File: config.mk
export PLATFORM = sky130hd
export DESIGN_NAME = screen_coord_gen
export DESIGN_NICKNAME = d
export VERILOG_FILES = /design/src/rtl/screen_coord_gen.sv
export SDC_FILE = /design/constraint.sdc
export NUM_CORES = 1
export LEC_CHECK = 0
export BUFFER_PORTS_ARGS = -buffer_cell sky130_fd_sc_hd__clkbuf_2
export CAP_MARGIN = 30
export CORE_ASPECT_RATIO = 2
export CORE_MARGIN = 3
export CORE_UTILIZATION = 45
export CTS_BUF_LIST = sky130_fd_sc_hd__clkbuf_8
export DETAILED_ROUTE_END_ITERATION = 7
export GPL_TIMING_DRIVEN = 0
export PLACE_DENSITY_LB_ADDON = 0.2
export SLEW_MARGIN = 20
export SYNTH_ARGS = -nofsm -noshare
export SYNTH_HDL_FRONTEND = slang
export SYNTH_SLANG_ARGS = --single-unit
export TNS_END_PERCENT = 1
File: constraint.sdc
create_clock -name clock -period 1.6 [get_ports clock]
set_input_delay 0.08 -clock clock [delete_from_list [all_inputs] [get_ports clock]]
set_output_delay 0.08 -clock clock [all_outputs]
set_load 0.1 [all_outputs]
File: src/rtl/screen_coord_gen.sv
// screen_coord_gen
// Turns raw xvga hcount/vcount into signed, zoom-scaled Cartesian coordinates
// centred on the radar origin. The coordinate path is two stages deep, and
// sync/blank are delayed by the same amount so downstream renderers see
// matched data.
//
// Zoom requests are single-cycle pulses. They are latched as a pending request
// and applied only at the frame boundary (hcount == 0 and vcount == 0), so a
// frame is never drawn with two different scales.
//
// Optional feature macro: COORD_SAT_EN
//   defined   : stage 2 saturates scaled coordinates to [-2048, 2047]
//   undefined : stage 2 keeps the low 12 bits, so coordinates wrap
module screen_coord_gen #(
  parameter int ORIGIN_X = 512,
  parameter int ORIGIN_Y = 767,
  parameter int MAX_ZOOM = 3
) (
  input  logic        clock,
  input  logic        reset,
  input  logic [10:0] hcount,
  input  logic [9:0]  vcount,
  input  logic        hsync,
  input  logic        vsync,
  input  logic        blank,
  input  logic        zoom_up,
  input  logic        zoom_down,
  output logic [11:0] x_value,
  output logic [11:0] y_value,
  output logic        hsync_out,
  output logic        vsync_out,
  output logic        blank_out,
  output logic [1:0]  zoom_level
);

  // Pending zoom request encoding
  localparam logic [1:0] PEND_NONE = 2'd0;
  localparam logic [1:0] PEND_UP   = 2'd1;
  localparam logic [1:0] PEND_DOWN = 2'd2;

  localparam logic signed [12:0] ORIGIN_X_13 = 13'(ORIGIN_X);
  localparam logic signed [12:0] ORIGIN_Y_13 = 13'(ORIGIN_Y);
  localparam logic [1:0]         MAX_ZOOM_2  = 2'(MAX_ZOOM);

  // Stage 1 registers: origin-relative differences and delayed sync/blank
  logic signed [12:0] r_dx;
  logic signed [12:0] r_dy;
  logic               r_hsync_s1;
  logic               r_vsync_s1;
  logic               r_blank_s1;

  // Stage 2 registers: scaled, width-reduced coordinates and delayed sync/blank
  logic [11:0]        r_x;
  logic [11:0]        r_y;
  logic               r_hsync_s2;
  logic               r_vsync_s2;
  logic               r_blank_s2;

  // Zoom control state
  logic [1:0]         r_zoom_level;
  logic [1:0]         r_pending;

  // Combinational helpers
  logic               w_frame_start;
  logic               w_req_up;
  logic               w_req_down;
  logic signed [12:0] w_dx;
  logic signed [12:0] w_dy;
  logic signed [15:0] w_dx_wide;
  logic signed [15:0] w_dy_wide;
  logic signed [15:0] w_dx_scaled;
  logic signed [15:0] w_dy_scaled;
  logic [11:0]        w_x_reduced;
  logic [11:0]        w_y_reduced;
  logic [1:0]         w_zoom_next;
  logic [1:0]         w_pending_next;

  // Reduces a 16-bit scaled coordinate to the 12-bit output range. With
  // saturation enabled, off-screen values pin to the edge instead of aliasing
  // back onto grid radii or lines.
  function automatic logic [11:0] reduce12(input logic signed [15:0] v);
`ifdef COORD_SAT_EN
    if (v > 16'sd2047) begin
      return 12'h7FF;
    end else if (v < -16'sd2048) begin
      return 12'h800;
    end else begin
      return 12'(v);
    end
`else
    return 12'(v);
`endif
  endfunction

  assign w_frame_start = (hcount == 11'd0) && (vcount == 10'd0);

  // Simultaneous up and down cancel each other and are treated as no request
  assign w_req_up   = zoom_up & ~zoom_down;
  assign w_req_down = zoom_down & ~zoom_up;

  // Inputs are zero-extended so that full-range hcount/vcount never look negative
  assign w_dx = $signed({2'b00, hcount}) - ORIGIN_X_13;
  assign w_dy = ORIGIN_Y_13 - $signed({3'b000, vcount});

  // Stage 2 scales by 2^zoom in a 16-bit field, which holds a 13-bit value
  // shifted by up to 3 without loss
  assign w_dx_wide   = {{3{r_dx[12]}}, r_dx};
  assign w_dy_wide   = {{3{r_dy[12]}}, r_dy};
  assign w_dx_scaled = w_dx_wide <<< r_zoom_level;
  assign w_dy_scaled = w_dy_wide <<< r_zoom_level;
  assign w_x_reduced = reduce12(w_dx_scaled);
  assign w_y_reduced = reduce12(w_dy_scaled);

  // Next zoom level and pending request: apply the pending step at the frame
  // boundary, then let any request seen in this same cycle become the new
  // pending request, so a boundary-cycle request waits for the next frame
  always_comb begin
    w_zoom_next    = r_zoom_level;
    w_pending_next = r_pending;
    if (w_frame_start) begin
      case (r_pending)
        PEND_UP: begin
          if (r_zoom_level < MAX_ZOOM_2) begin
            w_zoom_next = r_zoom_level + 2'd1;
          end
        end
        PEND_DOWN: begin
          if (r_zoom_level != 2'd0) begin
            w_zoom_next = r_zoom_level - 2'd1;
          end
        end
        default: begin
          w_zoom_next = r_zoom_level;
        end
      endcase
      w_pending_next = PEND_NONE;
    end
    if (w_req_up) begin
      w_pending_next = PEND_UP;
    end else if (w_req_down) begin
      w_pending_next = PEND_DOWN;
    end
  end

  // Zoom control registers; reset discards any pending request
  always_ff @(posedge clock) begin
    if (reset) begin
      r_zoom_level <= 2'd0;
      r_pending    <= PEND_NONE;
    end else begin
      r_zoom_level <= w_zoom_next;
      r_pending    <= w_pending_next;
    end
  end

  // Stage 1: capture origin-relative differences alongside sync/blank
  always_ff @(posedge clock) begin
    if (reset) begin
      r_dx       <= 13'sd0;
      r_dy       <= 13'sd0;
      r_hsync_s1 <= 1'b1;
      r_vsync_s1 <= 1'b1;
      r_blank_s1 <= 1'b1;
    end else begin
      r_dx       <= w_dx;
      r_dy       <= w_dy;
      r_hsync_s1 <= hsync;
      r_vsync_s1 <= vsync;
      r_blank_s1 <= blank;
    end
  end

  // Stage 2: scaled coordinates, with sync/blank kept in lockstep
  always_ff @(posedge clock) begin
    if (reset) begin
      r_x        <= 12'd0;
      r_y        <= 12'd0;
      r_hsync_s2 <= 1'b1;
      r_vsync_s2 <= 1'b1;
      r_blank_s2 <= 1'b1;
    end else begin
      r_x        <= w_x_reduced;
      r_y        <= w_y_reduced;
      r_hsync_s2 <= r_hsync_s1;
      r_vsync_s2 <= r_vsync_s1;
      r_blank_s2 <= r_blank_s1;
    end
  end

  assign x_value    = r_x;
  assign y_value    = r_y;
  assign hsync_out  = r_hsync_s2;
  assign vsync_out  = r_vsync_s2;
  assign blank_out  = r_blank_s2;
  assign zoom_level = r_zoom_level;

endmodule

==> results of run 1 <==
==> per-stage QoR <==
step	TNS, ps	instances	worst slack [ps]
3_5_place_dp	-375	303	-228
3_3_place_gp	-306	303	-178
5_1_grt	0	337	17.9
2_1_floorplan	0	192	30.4
6_report	0	337	106
4_1_cts	0	336	45.3
==> path summary, 6_finish.rpt <==
check | depth (start not counted) | endpoint | slack (ps)
max | 4 | zoom_level[1]$_SDFFE_PP0P_ | 110
min | 2 | r_dx[2]$_SDFF_PP0_ | 8
max reg2reg | 4 | zoom_level[1]$_SDFFE_PP0P_ | 110
min reg2reg | 1 | vsync_out$_SDFF_PP1_ | 410
==> layout make-up <==
cell class | count | area share [%]
buffer | 11 | 1.85
multi-input combinational | 114 | 34.1
clock inverter | 3 | 0.462
timing repair buffer | 74 | 15.4
inverter | 10 | 1.26
tap | 55 | 2.31
sequential | 57 | 38.6
clock buffer | 13 | 6.00
==> cells in the final DEF (no fill, tap or decap), types with 7 or more instances in the layout <==
cell type      instances
mux4_2                15
and2_1                17
clkbuf_2              56
nor2_1                19
inv_1                 11
clkbuf_8              13
dfxtp_1               54
nor2b_1               13
a21oi_1                7
dlygate4sd3_1         18
==> sequential cells by signal (all words and copies together), names as in the netlist <==
register,cells
r_blank_s1,1
x_value,12
hsync_out,1
blank_out,1
r_vsync_s1,1
y_value,12
vsync_out,1
r_dy,11
r_pending,2
zoom_level,2
r_dx,12
r_hsync_s1,1
==> report_power, final <==
| group | leakage (nW) | total [W] | internal (W) | switching, W |
|---|---|---|---|---|
| sequential | 0.473 | 0.00152 | 0.00148 | 0.0000367 |
| clock | 0.107 | 0.00124 | 0.000719 | 0.000523 |
| combinational | 0.676 | 0.000446 | 0.000149 | 0.000298 |
==> per-layer routing <==
layer | up-vias | GRT usage (%) | share of wire, %
met5 | - | 0 | 0
met4 | 0 | 10.8 | 3.3
met3 | 15 | 5.15 | 5.7
met2 | 58 | 33.6 | 56
met1 | 822 | 16.4 | 35
li1 | 835 | - | -
==> logic make-up (layout without fill, tap and decap cells) <==
kind of cell | count (synthesis) | in the layout | synth area share [%]
AOI/OAI and AO/OA | 18 | 18 | 5.29
adders and majority gates | 5 | 5 | 2.81
buffers and inverters | 21 | 111 | 3.77
DFF | 57 | 57 | 51.3
muxes | 20 | 20 | 17.4
and+or+nand+nor | 71 | 71 | 19.4
==> timing repair <==
item | 4_1_cts | 5_1_grt
hold endpoints to repair | 17 | 1
hold buffers | 17 | 1
gates resized for setup | 2 | 3
endpoints found under the setup margin | 1 | 2
setup buffers | 0 | 0
cloned | 0 | 0
==> worst reg2reg max path: cells and delay by family, from the launching register on <==
kind / cells / cell delay, ps
flops: 1 / 340
simple gates: 1 / 520
compound gates: 1 / 220
buf+inv: 1 / 70
fa+ha+maj: 1 / 260
==> run_results.csv, run 1 <==
group,metric,value,unit
setup_path,slowest_delay,520,ps
setup_path,cp_max_fo,5,
cts,h-tree-depth,3,
yosys,netlist_instances,192,
hold_path,hp-start,"hcount[2]",
route,dr.pass1.iters,4,
power_and_ir_drop,cellPowerDensity,1080,nW/um^2
global_routing,grt_pass1_wl,7940,microns
layout,area_growth,34.1,%
route,vias,1730,
yosys,synth_edf_count,0,
sta,slew_headroom,57.0,%
hold_path,hold_class,"in2reg",
sta,tightest_slew,639,ps
sta,setup_viol,0,
setup_path,required,1840,ps
route,wl_per_cell,14.4,microns
cts,cts_buffers,9,
route,wl,4860,microns
sta,finalHoldViolations,0,
route,drc_errors,0,
layout,fillCellCount,395,
floorplan,core_region_area,4690,sq um
global_routing,overflow,0,
setup_path,rr_startpoint,"r_pending[0]$_SDFFE_PP0P_",
setup_path,cp.arrival,1740,ps
setup_path,crit_path_top_delay_cell,"or4_1",
global_routing,grt_max_degree,11,
layout,drive_above_1_share,37.6,%
setup_path,startpoint,"r_pending[0]$_SDFFE_PP0P_",
sta,rsz0062_at_grt,"no",
setup_path,cp-end-kind,"register",
yosys,yosysTopAreaCell,"dfxtp_1",
setup_path,path_delay_family,"simple AND/OR/NAND/NOR gates",
setup_path,cp-start-kind,"register",
route,drtIter0Drc,31,
yosys,yosysSeqAreaShare,51.3,%
yosys,syn_nets,225,
layout,multi_input_area,1020,sq um
global_routing,antenna_found_initial,0,
yosys,synth-main-ff-cell,"dfxtp_1",
layout,nNetsFinal,310,
yosys,yosys-top-cells-area,"dfxtp_1 (51%), mux4_2 (15%), and2_1 (4.8%), nor2b_1 (3.7%), nor2_1 (3.2%)",
cts,cts.sinks,57,
route,ant_nets,0,
placed_design,gp_congestion,0.815,
setup_path,cp_num_buf_inv,1,
setup_path,crit_chain,"inv_1 > ha_4 > or4_1 > a221oi_2",
sta,hold_ws,8.06,ps
yosys,netlist.area_leader.share,51.3,%
cts,cts_root_buf,"clkbuf_8",
floorplan,ios,57,
power_and_ir_drop,p_leak,1.26,nW
yosys,synth.avg_cell_area,11.6,sq um
sta,clock.fmax,669,MHz
sta,slew_violations,0,
yosys,ys_ff_latch,57,
placed_design,hpwl,3540,microns
cts,cts_tree,"yes",
placed_design,numPortBuffers,56,
yosys,synth_cell_types,31,
yosys,synth_warnings,0,
floorplan,num_rows,35,
sta,skew,9.85,ps
floorplan,die_x,55.7,microns
cts,clk_path_buf_depth,2,
floorplan,initial_utilization,47.4,%
cts,path_clk_slew,60,ps
run_status,outcome,"completed",
flow_run,max_cap_viol_count,0,
layout,antenna_cells,0,
global_routing,grt_pass1_vias,1713,
sta,fin_crit_sh,93.4,%
layout,design_area,2980,sq um
layout,seqCellArea,1150,sq um
global_routing,grt_usage,18.0,%
placed_design,dpl-instance-area,2580,sq um
cts,clock_latency,340,ps
route,vias_per_cell,5.13,
yosys,yosys-top-cells-count,"dfxtp_1 (57), nor2_1 (19), and2_1 (17), mux4_2 (15), nor2b_1 (13)",
floorplan,die-area,5870,sq um
yosys,syn-cell-area,2220,sq um
setup_path,crit_type,"reg2reg",
floorplan,die_y,105,microns
yosys,synthMostInstantiatedCell,"dfxtp_1",
power_and_ir_drop,power.total,0.00321,W
sta,period_needed,1490,ps
power_and_ir_drop,peakVddDrop,781,uV
layout,fin_util,63.6,%
yosys,async_flop_share,0,%
Note: power is estimated with default switching activity, not from simulation.
==> run 2, diff against run 1 <==
==> constraint.sdc (replaced) <==
create_clock -name clock -period 1.75 [get_ports clock]
set_input_delay 0.0875 -clock clock [delete_from_list [all_inputs] [get_ports clock]]
set_output_delay 0.0875 -clock clock [all_outputs]
set_load 0.1 [all_outputs]
==> run_results.csv, run 2 (synthesis gave the netlist of run 1 again) <==
group,metric,value,unit
run_status,outcome,"completed",
cts,clock_latency,320,ps
global_routing,grt.met3_usage,4.17,%
global_routing,grt_pass1_wl,8040,microns
cts,cts_root_buf,"clkbuf_8",
sta,hold_ws,36.1,ps
sta,setup_tns,0,ps
placed_design,hpwl,3670,microns
floorplan,core_region_area,4690,sq um
sta,layout_setup_ws,44.9,ps
sta,slew_headroom,54.2,%
setup_path,required,1990,ps
cts,h-tree-depth,3,
global_routing,grt_pass1_vias,1710,
floorplan,die-area,5870,sq um
global_routing,use_met2,33.5,%
cts,clk_path_buf_depth,2,
sta,slew_violations,0,
layout,fillCellCount,409,
floorplan,die_y,105,microns
layout,area_growth,35.7,%
power_and_ir_drop,power.total,0.00294,W
route,vias,1741,
layout,final_common_cell,"clkbuf_2",
setup_path,path_delay_family,"simple AND/OR/NAND/NOR gates",
layout,nNetsFinal,312,
sta,tightest_slew,680,ps
route,drtIter0Drc,31,
route,dr.pass1.iters,4,
floorplan,ios,57,
sta,fin_crit_sh,97.4,%
setup_path,crit_chain,"dlygate4sd3_1 > clkbuf_2 > nor4b_4 > nand3_2 > or4_4 > a221oi_2",
power_and_ir_drop,cellPowerDensity,974,nW/um^2
route,ant_nets,0,
setup_path,crit_type,"in2reg",
setup_path,r2r_setup_slack,130,ps
sta,finalHoldViolations,0,
hold_path,hold_class,"in2reg",
setup_path,cp_max_fo,5,
cts,path_clk_slew,60,ps
layout,drive_above_1_share,38.4,%
route,drc_errors,0,
power_and_ir_drop,peakVddDrop,633,uV
cts,cts_tree,"yes",
global_routing,grt_max_degree,11,
layout,instances_no_fill,339,
placed_design,place_inst,303,
route,wl,5070,microns
layout,seqCellArea,1150,sq um
sta,skew,7.10,ps
layout,antenna_cells,0,
floorplan,die_x,55.7,microns
route,wl_per_cell,14.9,microns
flow_run,max_cap_viol_count,0,
sta,setup_viol,0,
setup_path,cp.arrival,1940,ps
global_routing,antenna_found_initial,0,
power_and_ir_drop,p_leak,1.27,nW
cts,cts.sinks,57,
route,vias_per_cell,5.14,
placed_design,gp_congestion,0.831,
setup_path,slowest_delay,530,ps
global_routing,grt_usage,18.4,%
layout,final_cell_mix,"clkbuf_2 (56), dfxtp_1 (55), nor2_1 (19)",
setup_path,crit_path_top_delay_cell,"dlygate4sd3_1",
global_routing,overflow,0,
sta,period_needed,1710,ps
setup_path,cp_num_buf_inv,2,
placed_design,post-place-ws,-83.5,ps
setup_path,cp-end-kind,"register",
global_routing,grt.busiest_layer,"met2",
setup_path,cp-start-kind,"primary input",
sta,clock.fmax,586,MHz
placed_design,numPortBuffers,56,
floorplan,initial_utilization,47.4,%
global_routing,grtUsageMet1,17.6,%
floorplan,num_rows,35,
layout,multi_input_area,1040,sq um
cts,cts_buffers,9,
==> run 2: cell count changes in the layout (fill, tap and decap cells not counted), sizes merged <==
cell | before | now
clkbuf | 76 | 75
buf | 4 | 7
==> run 2: area by class of cell <==
| class | instances | share of cell area (%) |
|---|---|---|
| Sequential cell | 57 | 38.1 |
| Multi-Input combinational cell | 114 | 34.6 |
| Timing Repair Buffer | 76 | 15.8 |
| Clock buffer | 13 | 5.93 |
| Tap cell | 55 | 2.28 |
| Buffer | 11 | 1.58 |
| Inverter | 10 | 1.24 |
| Clock inverter | 3 | 0.456 |
==> run 2: metrics by stage <==
step           instance area (sq um)  utilization, %
2_1_floorplan                   2230               -
3_3_place_gp                    2580            55.1
3_5_place_dp                    2580            55.1
4_1_cts                         2950            63.0
5_1_grt                         3020            64.4
6_report                        3020            64.4
==> run 2: repair_timing <==
action / in CTS / in global routing
hold buffers: 18 / 0
setup endpoints to repair: 0 / 2
hold endpoints to repair: 18 / 0
resized for setup: 0 / 8
setup buffers: 0 / 3
==> run 2: metal layers <==
layer / routed length (microns) / up-vias
li1: - / 846
met4: 218 / 0
met2: 2880 / 64
met3: 244 / 13
met5: 0 / -
met1: 1730 / 818
==> run 2: worst reg2reg max path, delay by kind of cell, from the launching register on <==
family	cells	cell delay, ps
simple gates	1	530
flops	1	360
fa+ha+maj	1	350
compound gates	1	230
buf+inv	1	60
==> run 2: path summary, 6_finish.rpt <==
path	start	end	cells after the start
max reg2reg	r_pending[0]$_SDFFE_PP0P_	zoom_level[1]$_SDFFE_PP0P_	4
min reg2reg	r_hsync_s1$_SDFF_PP1_	hsync_out$_SDFF_PP1_	1
max	hcount[9]	zoom_level[1]$_SDFFE_PP0P_	6
min	hcount[2]	r_dx[2]$_SDFF_PP0_	2
==> run 2: power by group <==
part           internal (W)  switching, W
Combinational      0.000133      0.000278
Clock              0.000658      0.000476
Sequential          0.00136     0.0000367
Total               0.00215      0.000791
